$ cat src/rtl/gf_serial_mult_if.sv
// Start/operand/result bundle for the bit-serial GF(2^M) multiplier.
// The master issues multiplies and the slave (the multiplier) returns products.
interface gf_serial_mult_if #(
    parameter int M = 13
);
    logic         start;
    logic [M-1:0] a;
    logic [M-1:0] b;
    logic         busy;
    logic         done;
    logic [M-1:0] product;

    modport master (
        output start, a, b,
        input  busy, done, product
    );

    modport slave (
        input  start, a, b,
        output busy, done, product
    );
endinterface

$ cat src/rtl/gf_serial_mult.sv
// Bit-serial GF(2^13) polynomial-basis multiplier: one multiplicand bit per
// cycle, accumulating a_i * alpha^i * b over 13 clock cycles.
module gf_serial_mult #(
    parameter int           M    = 13,
    parameter logic [M-1:0] POLY = 13'h001B
) (
    input  logic             clk,
    input  logic             rst,
    gf_serial_mult_if.slave  bus
);
    typedef enum logic {IDLE, RUN} state_t;

    localparam logic [3:0] LAST = 4'(M - 1);

    state_t       state;
    logic         busy;
    logic         done;
    logic [M-1:0] product;
    logic [M-1:0] acc;
    logic [M-1:0] t;
    logic [M-1:0] a_reg;
    logic [3:0]   cnt;
    logic [M-1:0] acc_next;

    // Multiply by alpha, folding the x^M term back through POLY.
    function automatic logic [M-1:0] xtime(input logic [M-1:0] v);
        return {v[M-2:0], 1'b0} ^ (v[M-1] ? POLY : '0);
    endfunction

    always_comb begin
        acc_next = acc ^ (a_reg[cnt] ? t : '0);
    end

    always_ff @(posedge clk or posedge rst) begin
        if (rst) begin
            state   <= IDLE;
            busy    <= 1'b0;
            done    <= 1'b0;
            product <= '0;
            acc     <= '0;
            t       <= '0;
            a_reg   <= '0;
            cnt     <= '0;
        end else begin
            done <= 1'b0;
            unique case (state)
                IDLE: begin
                    if (bus.start) begin
                        state <= RUN;
                        busy  <= 1'b1;
                        a_reg <= bus.a;
                        t     <= bus.b;
                        acc   <= '0;
                        cnt   <= '0;
                    end
                end
                RUN: begin
                    acc <= acc_next;
                    t   <= xtime(t);
                    cnt <= cnt + 4'd1;
                    if (cnt == LAST) begin
                        state   <= IDLE;
                        busy    <= 1'b0;
                        done    <= 1'b1;
                        product <= acc_next;
                        cnt     <= '0;
                    end
                end
            endcase
        end
    end

    assign bus.busy    = busy;
    assign bus.done    = done;
    assign bus.product = product;
endmodule
$ cat src/flat_wrapper.sv
// flat-port wrapper written by rule: the top's interface ports become plain ports
module gf_serial_mult_flat 
#(
    parameter int           M    = 13,
    parameter logic [M-1:0] POLY = 13'h001B
)
  (clk, rst, bus_start, bus_a, bus_b, bus_busy, bus_done, bus_product);
  gf_serial_mult_if #(.M(M)) bus_i ();
  input  logic clk;
  input  logic rst;
  input wire logic [$bits(bus_i.start)-1:0] bus_start;
  input wire logic [$bits(bus_i.a)-1:0] bus_a;
  input wire logic [$bits(bus_i.b)-1:0] bus_b;
  output wire logic [$bits(bus_i.busy)-1:0] bus_busy;
  output wire logic [$bits(bus_i.done)-1:0] bus_done;
  output wire logic [$bits(bus_i.product)-1:0] bus_product;
  assign bus_i.start = bus_start;
  assign bus_i.a = bus_a;
  assign bus_i.b = bus_b;
  assign bus_busy = bus_i.busy;
  assign bus_done = bus_i.done;
  assign bus_product = bus_i.product;
  gf_serial_mult #(.M(M), .POLY(POLY)) u_core (.clk(clk), .rst(rst), .bus(bus_i));
endmodule
$ cat config.mk
export PLATFORM = sky130hd
export DESIGN_NAME = gf_serial_mult_flat
export DESIGN_NICKNAME = d
export VERILOG_FILES = /design/src/rtl/gf_serial_mult_if.sv /design/src/rtl/gf_serial_mult.sv /design/src/flat_wrapper.sv
export SDC_FILE = /design/constraint.sdc
export NUM_CORES = 1
export LEC_CHECK = 0
export ABC_AREA = 1
export CAP_MARGIN = 20
export CORE_UTILIZATION = 25
export DETAILED_ROUTE_END_ITERATION = 10
export PLACE_DENSITY_LB_ADDON = 0.08
export SYNTH_ARGS = -nofsm -noshare
export SYNTH_HDL_FRONTEND = slang
export SYNTH_SLANG_ARGS = --single-unit
export TNS_END_PERCENT = 50
$ cat constraint.sdc
create_clock -name clk -period 2.3 [get_ports clk]
set_input_delay 0.23 -clock clk [delete_from_list [all_inputs] [get_ports clk]]
set_output_delay 0.23 -clock clk [all_outputs]
set_load 0.02 [all_outputs]
Word-level counts from Yosys, hierarchy flattened
Cells that the tools add are included.
{"block": "op_classes", "addsub": 1, "muxes": 19, "n_lt_le_gt_ge": 1, "eq_ne": 3, "n_bitwise": 3, "reduce_logical": 3}
{"cell": "case mux 13 bit (2 select lines)", "count": 2}
{"cell": "2-to-1 mux 13 bit", "count": 3}
{"cell": "XOR 13 bit", "count": 2}
{"cell": "2-to-1 mux 4 bit", "count": 2}
{"cell": "case mux 4 bit (2 select lines)", "count": 1}
{"cell": "2-to-1 mux 1 bit", "count": 7}
{"cell": "AND reduction 2 bit", "count": 3}
{"cell": "less-than comparator 4 x 5 -> 1 bit, second input constant", "count": 1}
{"cell": "2-to-1 mux 5 bit", "count": 1}
{"cell": "adder 4 x 1 -> 4 bit, second input constant", "count": 1}
{"cell": "binary-select mux 1 bit (select 4 bit)", "count": 1}
{"cell": "== test 4 bit, second input constant", "count": 1}
{"cell": "inequality test 2 bit, second input constant", "count": 2}
{"cell": "case mux 1 bit (2 select lines)", "count": 2}
{"cell": "NOT 1 bit", "count": 1}
{"block": "word_totals", "in_bits": 29, "output_inout_bits": 15, "ff_bits": 59, "word_cells": 38}

Longest topological paths before layout
Gate-level depths: netlist of run 1.
{"block": "depth", "depth_word": 5, "mapped_depth": 13}

Worst setup path before layout of run 1
Ideal clock, no wire load.
{"block": "synth_timing", "path_type": "flip-flop to flip-flop", "start": "reg u_core.cnt[0]", "end": "reg u_core.product[12] (netlist: u_core.bus.product[12])", "setup_time_ps": 117, "path_buffers": 1, "t_arrival_ps": 1383, "stages_incl_launch_ff": 9, "required_ps": 2183, "setup_slack_ps": 800, "period_less_slack_ps": 1500, "path_cell_list": "dfrtp_1 inv_1 ha_1 nand3_1 nor2_1 inv_2 buf_2 nand2_1 nand2_1"}
{"block": "synth_via", "elab_chain_cells": 4, "word_cells_on_any_way": 6, "classes_between": "eq/ne (1); mux (3); bitwise (1); reduce/logical (1)"}
{"item": "start: declaration", "line_no": "gf_serial_mult.sv:22", "rtl": "logic [3:0] cnt;"}
{"item": "start signal: assignment", "line_no": "gf_serial_mult.sv:60", "rtl": "cnt <= cnt + 4'd1;"}
{"item": "binary-select mux 1 bit (select 4 bit)", "line_no": "gf_serial_mult.sv:31", "rtl": "acc_next = acc ^ (a_reg[cnt] ? t : '0);"}
{"item": "2-to-1 mux 1 bit (implied by the code)", "line_no": "gf_serial_mult.sv:31"}
{"item": "2-to-1 mux 13 bit", "line_no": "gf_serial_mult.sv:31"}
{"item": "XOR 13 bit", "line_no": "gf_serial_mult.sv:31"}
{"item": "end signal: assignment", "line_no": "gf_serial_mult.sv:65", "rtl": "product <= acc_next;"}
{"item": "end: declaration", "line_no": "gf_serial_mult.sv:18", "rtl": "logic [M-1:0] product;"}
Several ways; a longest one is shown, not always the timed one. The select of a mux whose other input is x is not followed.
A chain may end at the register's enable or synchronous reset.

Final worst setup path of run 1
{"block": "layout_timing", "start": "reg u_core.cnt[0]", "end": "reg u_core.acc[5]"}
{"block": "layout_via", "elab_chain_cells": 5}
{"item": "binary-select mux 1 bit (select 4 bit)", "line_no": "gf_serial_mult.sv:31"}
{"item": "2-to-1 mux 1 bit (implied by the code)", "line_no": "gf_serial_mult.sv:31"}
{"item": "2-to-1 mux 13 bit", "line_no": "gf_serial_mult.sv:31"}
{"item": "XOR 13 bit", "line_no": "gf_serial_mult.sv:31"}
{"item": "case mux 13 bit (2 select lines)", "line_no": "gf_serial_mult.sv:46", "rtl": "unique case (state)"}
{"item": "end signal: assignment", "line_no": "gf_serial_mult.sv:58", "rtl": "acc <= acc_next;"}
{"item": "end: declaration", "line_no": "gf_serial_mult.sv:19", "rtl": "logic [M-1:0] acc;"}
Every way passes these cells. The select of a mux whose other input is x is not followed.

==> results of run 1 <==
## cell families after synthesis
| logic type | after synthesis |
|---|---|
| simple gates | 212 |
| flops | 59 |
| buf+inv | 52 |
| compound gates | 26 |
| xor+xnor | 2 |
| fa+ha+maj | 2 |
## worst paths after layout
kind	start	to	slack [ps]	cells after the start
min in group clk	bus_a[0]	u_core.a_reg[0]	450	3
max	u_core.cnt[0]	u_core.acc[5]	380	11
max in group asynchronous	rst	u_core.bus.busy	1720	3
min reg2reg	u_core.bus.product[6]	u_core.bus.product[6]	480	2
min	rst	u_core.a_reg[4]	290	3
max reg2reg	u_core.cnt[0]	u_core.acc[5]	380	11
## routing by layer
layer / vias up / part of all wire
met5: - / 0
met4: 0 / 0.0098
met3: 5 / 0.033
met2: 47 / 0.48
met1: 1087 / 0.48
li1: 1211 / -
## through the flow
step	hold WS, ps	util
floorplan	346.6	-
global placement	462.4	0.3135
detailed placement	469.2	0.3135
CTS	315.8	0.3374
global route	334.2	0.3374
finish	287.0	0.3374
## synth_stat cells, drive strengths merged
master    n
xnor2     1
buf      11
ha        2
xor2      1
nand4     1
nand2   148
o211ai    3
a21oi     3
nand3    58
dfrtp    59
clkbuf    3
o22ai     2
inv      38
a22oi     1
nor2      5
o21ai    17
## power groups by stage
| stage | logic (W) | registers, W | clock network (W) |
|---|---|---|---|
| after floorplan | 0.00159 | 0.00203 | 0 |
| after CTS | 0.00224 | 0.00199 | 0.00124 |
| final | 0.00220 | 0.00198 | 0.00118 |
| after global placement | 0.00219 | 0.00199 | 0 |
| after global routing | 0.00255 | 0.00207 | 0.00128 |
| after detailed placement | 0.00224 | 0.00200 | 0 |
## worst max-delay path: stages (launching register included)
cell,delay (ps)
dfrtp_1,540
inv_1,210
nand2_1,100
nand3_1,60
nand2_1,60
nand2_1,40
nand2_1,80
nand2_2,70
nand2_4,290
nand3_1,160
nand3_1,120
nand2_1,50
## area by class of cell
cell class              instances  area, um2  share of cell area
flip-flops and latches         59       1476              0.4001
multi-input cells             242       1131              0.3065
clock inverters                 3      15.01            0.004069
clock buffers                  12      246.5             0.06680
repair buffers                 51      503.0              0.1363
well taps                     140      175.2             0.04747
inverters                      38      142.6             0.03866
==> flow_metrics.py, run 1 <==
metrics = {
    "outcome": {
        "status": "complete, no violations",
    },
    "global_routing": {
        "use_met1": 0.1742,
        "grt.overflow.total": 0,
        "grt_pass1_vias": 2329,
        "antenna_found_initial": 0,
        "grt_pass1_wl_um": 11800,
        "grtUsageTotal": 0.1321,
        "grt_use_met3": 0.03737,
        "busiest_layer": "met2",
        "use_met2": 0.2129,
        "grt_max_degree": 60,
    },
    "die": {
        "dieArea_um2": 11790,
        "io_pins": 44,
        "row_count": 38,
        "core_area_um2": 10940,
        "die_x_um": 108.6,
        "die_y_um": 108.6,
        "initial_utilization": 0.2596,
    },
    "logic_synthesis": {
        "ys_warn_count": 0,
        "ys_seq_elements": 59,
        "synth_xor_area_frac": 0.006170,
        "synth_top_family_by_area": "simple AND/OR/NAND/NOR gates",
        "synthTopCellsByArea": "dfrtp_1, nand2_1, nand3_1",
        "synth_area_um2": 2839,
        "yosys.area_share.adder": 0.008814,
        "synth_top_area_frac": 0.5201,
        "synth_compound_area_frac": 0.05024,
        "synth_cell_types": 24,
        "seq_area_frac_synth": 0.5201,
        "synth_top_area_cell": "dfrtp_1",
        "avgSynthCellArea_um2": 8.042,
        "synth_cells": 353,
        "synth_mux_area_frac": 0,
        "synth-simple-area-share": 0.3323,
        "synth_fp_nets": 384,
    },
    "layout": {
        "final_common_cell": "nand2_1",
        "post_route_cells_drive_above_1_share": 0.1111,
        "final_nets": 432,
        "stdcell_count": 545,
        "antenna_cells": 0,
        "syn_to_final_growth_pct": 29.97,
        "fin_area_um2": 3690,
        "layout_common_cells": "nand2_1, dfrtp_1, nand3_1, clkdlybuf4s50_1, inv_1",
        "fillers": 1157,
    },
    "route": {
        "vias": 2350,
        "firstDrtPassIters": 4,
        "routed_wl_um": 6935,
        "drcViolationCount": 0,
        "drt-initial-drc-count": 75,
        "wl_per_cell_um": 12.72,
        "vias_per_cell": 4.312,
        "antenna_left": 0,
    },
    "clock_tree": {
        "htree_levels": 3,
        "cts_tree": "yes",
        "cts.sinks": 59,
        "clkTransAtPathRegs_ps": 50,
        "cts.repair.resized": 0,
        "tritoncts.num_buffers": 9,
        "clk_path_buf_depth": 2,
        "hold_buffers": 0,
        "cts_setup_buffers": 0,
        "ctsRootBufferMaster": "clkbuf_16",
        "insertion_delay_ps": 320,
    },
    "job": {
        "drv_cap": 0,
    },
    "sta": {
        "hold_viol": 0,
        "fmax_ghz": 0.5220,
        "setup_viol_count_final": 0,
        "fin_ws_ps": 384.3,
        "drv_slew": 0,
        "post-route-period-util": 0.8329,
        "slew_headroom": 0.7435,
        "period_needed_ps": 1916,
        "tns_ps": 0,
        "finClkSkew_ps": 5.948,
        "worst_pin_slew_ps": 384.7,
        "rsz0062_at_grt": "false",
    },
    "critical_path": {
        "critPathLaunchType": "flop",
        "cp-end-kind": "flop",
        "cp.required_ps": 2500,
        "critPathKind": "reg -> reg",
        "crit_fanout": 26,
        "arrival_ps": 2120,
    },
    "place": {
        "hpwlAfterDp_um": 4565,
        "dpl.cell_count": 530,
        "io_buffers": 43,
        "place.gp.congestion": 0.7261,
        "place_area_um2": 3428,
        "pre_cts_ws_ps": 381.2,
    },
    "pwr": {
        "irDropWorstVdd_mv": 0.4634,
        "p_per_area_nw_per_um2": 1454,
        "p_clk_frac": 0.221,
        "total_power_w": 0.005366,
        "p_sw_w": 0.002182,
        "seqPwrFrac": 0.369,
        "p_int_w": 0.003185,
        "leakage_nw": 1.771,
        "pwr-share-comb": 0.410,
        "switching_share": 0.4066,
    },
    "hold_path": {
        "hold_path_class": "in -> async",
    },
}
Power figures use the tool's default switching activity.
==> run 2, diff against run 1 <==
clock period = 1.8 ns   (was 2.3 ns; I/O delays follow)
==> run 2 against run 1 <==
  * Hold slack lost 29 ps
  * Total power grew 34%
  * Fmax grew 17%
  * Clock-buffer cell count grew 1
  * Clock skew shrank 0.55 ps
  * Combinational power grew 39%
  * First-iteration DRC count shrank 8.0%
  * Cell count grew 0.92%
  * Global-route usage grew 0.36 points
  * Via count grew 0.51%
  * Die area is the same
==> flow_metrics.py, run 2 (synthesis gave the netlist of run 1 again) <==
metrics = {
    "outcome": {
        "status": "complete, no violations",
    },
    "clock_tree": {
        "cts.sinks": 59,
        "insertion_delay_ps": 330,
        "clk_path_buf_depth": 2,
        "htree_levels": 3,
        "cts_tree": "yes",
        "clkTransAtPathRegs_ps": 50,
        "ctsRootBufferMaster": "clkbuf_16",
        "tritoncts.num_buffers": 9,
        "hold_buffers": 0,
    },
    "route": {
        "routed_wl_um": 7182,
        "vias_per_cell": 4.295,
        "vias": 2362,
        "antenna_left": 0,
        "drcViolationCount": 0,
        "firstDrtPassIters": 4,
        "drt-initial-drc-count": 69,
        "wl_per_cell_um": 13.06,
    },
    "job": {
        "drv_cap": 0,
    },
    "die": {
        "io_pins": 44,
        "initial_utilization": 0.2596,
        "row_count": 38,
        "dieArea_um2": 11790,
        "die_x_um": 108.6,
        "die_y_um": 108.6,
        "core_area_um2": 10940,
    },
    "layout": {
        "layout_common_cells": "nand2_1, dfrtp_1, nand3_1, clkdlybuf4s50_1, inv_1",
        "antenna_cells": 0,
        "multiInputGateArea_um2": 1175,
        "seq_area_um2": 1476,
        "syn_to_final_growth_pct": 33.23,
        "final_nets": 437,
        "fillers": 1155,
        "post_route_cells_drive_above_1_share": 0.1293,
        "final_common_cell": "nand2_1",
    },
    "sta": {
        "slew_headroom": 0.6580,
        "period_needed_ps": 1631,
        "fin_ws_ps": 169.2,
        "rsz0062_at_grt": "false",
        "hold_viol": 0,
        "drv_slew": 0,
        "setup_viol_count_final": 0,
        "finClkSkew_ps": 5.395,
        "tns_ps": 0,
        "fmax_ghz": 0.6132,
        "worst_pin_slew_ps": 511.0,
        "post-route-period-util": 0.9060,
        "holdWs_ps": 257.9,
    },
    "global_routing": {
        "grt_max_degree": 31,
        "grt_pass1_vias": 2373,
        "grt_pass1_wl_um": 11810,
        "antenna_found_initial": 0,
        "grt.overflow.total": 0,
        "grtUsageTotal": 0.1357,
    },
    "critical_path": {
        "cp-end-kind": "flop",
        "r2r_cells": 12,
        "arrival_ps": 1840,
        "r2r-start": "u_core.cnt[0]",
        "reg2reg_to": "u_core.bus.product[11]",
        "crit_fanout": 13,
        "worstSetupStartpoint": "u_core.cnt[0]",
        "cp.required_ps": 2010,
        "critPathKind": "reg -> reg",
        "critPathLaunchType": "flop",
        "r2r_slack_ps": 170,
        "endpoint": "u_core.bus.product[11]",
    },
    "hold_path": {
        "hold_path_class": "in -> async",
    },
    "place": {
        "place.gp.congestion": 0.7956,
        "io_buffers": 43,
        "hpwlAfterDp_um": 4797,
        "pre_cts_ws_ps": 49.80,
    },
    "pwr": {
        "p_per_area_nw_per_um2": 1894,
        "leakage_nw": 1.809,
        "irDropWorstVdd_mv": 0.6643,
    },
}
[run 2: cell types whose count changed in the layout (fill, tap and decap cells not counted), sizes merged]
cell	change
nand2	+1
buf	+4
clkbuf	+1
clkinv	-1
[run 2: worst min-delay path by stage]
stage | endpoint | slack (ps) | from
floorplan | u_core.a_reg[12] | 300 | bus_a[12]
global placement | u_core.bus.product[5] | 460 | u_core.bus.product[5]
detailed placement | u_core.bus.product[9] | 470 | u_core.bus.product[9]
CTS | u_core.a_reg[7] | 270 | rst
global route | u_core.a_reg[7] | 310 | rst
finish | u_core.a_reg[5] | 260 | rst
[run 2: critical path: stages, from the launching register on]
cell     delay [ps]
dfrtp_1         430
inv_2           140
nand2_1          60
nand3_1          70
nand2_1          60
nand2_1          50
nand2_1          60
nand2_2         190
nand2_8         130
nand2_1          90
nand2_1          60
nand3_1         100
nand2_1          60
[run 2: layer usage]
| metal | vias up | track usage | part of all wire |
|---|---|---|---|
| li1 | 1224 | - | - |
| met1 | 1094 | 0.1714 | 0.48 |
| met2 | 33 | 0.2143 | 0.47 |
| met3 | 11 | 0.03496 | 0.030 |
| met4 | 0 | 0.06660 | 0.017 |
| met5 | - | 0 | 0 |
[run 2: what timing repair did]
action,in CTS,in global routing
buffers inserted,0,0
setup endpoints to repair,0,27
resized for setup,0,6
[run 2: where the power goes]
part | internal (W) | switching (W) | total (W)
registers | 0.00199 | 0.000512 | 0.00250
logic | 0.00120 | 0.00184 | 0.00305
clock network | 0.00103 | 0.000582 | 0.00161
total | 0.00423 | 0.00294 | 0.00716
[run 2: cell type report]
| type | instances | share of cell area |
|---|---|---|
| Timing Repair Buffer | 55 | 0.1409 |
| Tap cell | 140 | 0.04631 |
| Clock inverter | 2 | 0.002646 |
| Clock buffer | 13 | 0.07145 |
| Multi-Input combinational cell | 243 | 0.3106 |
| Sequential cell | 59 | 0.3903 |
| Inverter | 38 | 0.03771 |
[run 2: through the flow]
step	cell area [um2]	utilization	std cells	power (W)
after floorplan	2839	-	353	0.004624
after global placement	3458	0.3162	534	0.005388
after detailed placement	3458	0.3162	534	0.005428
after CTS	3739	0.3419	549	0.007104
after global routing	3782	0.3459	550	0.007818
final	3782	0.3459	550	0.007165
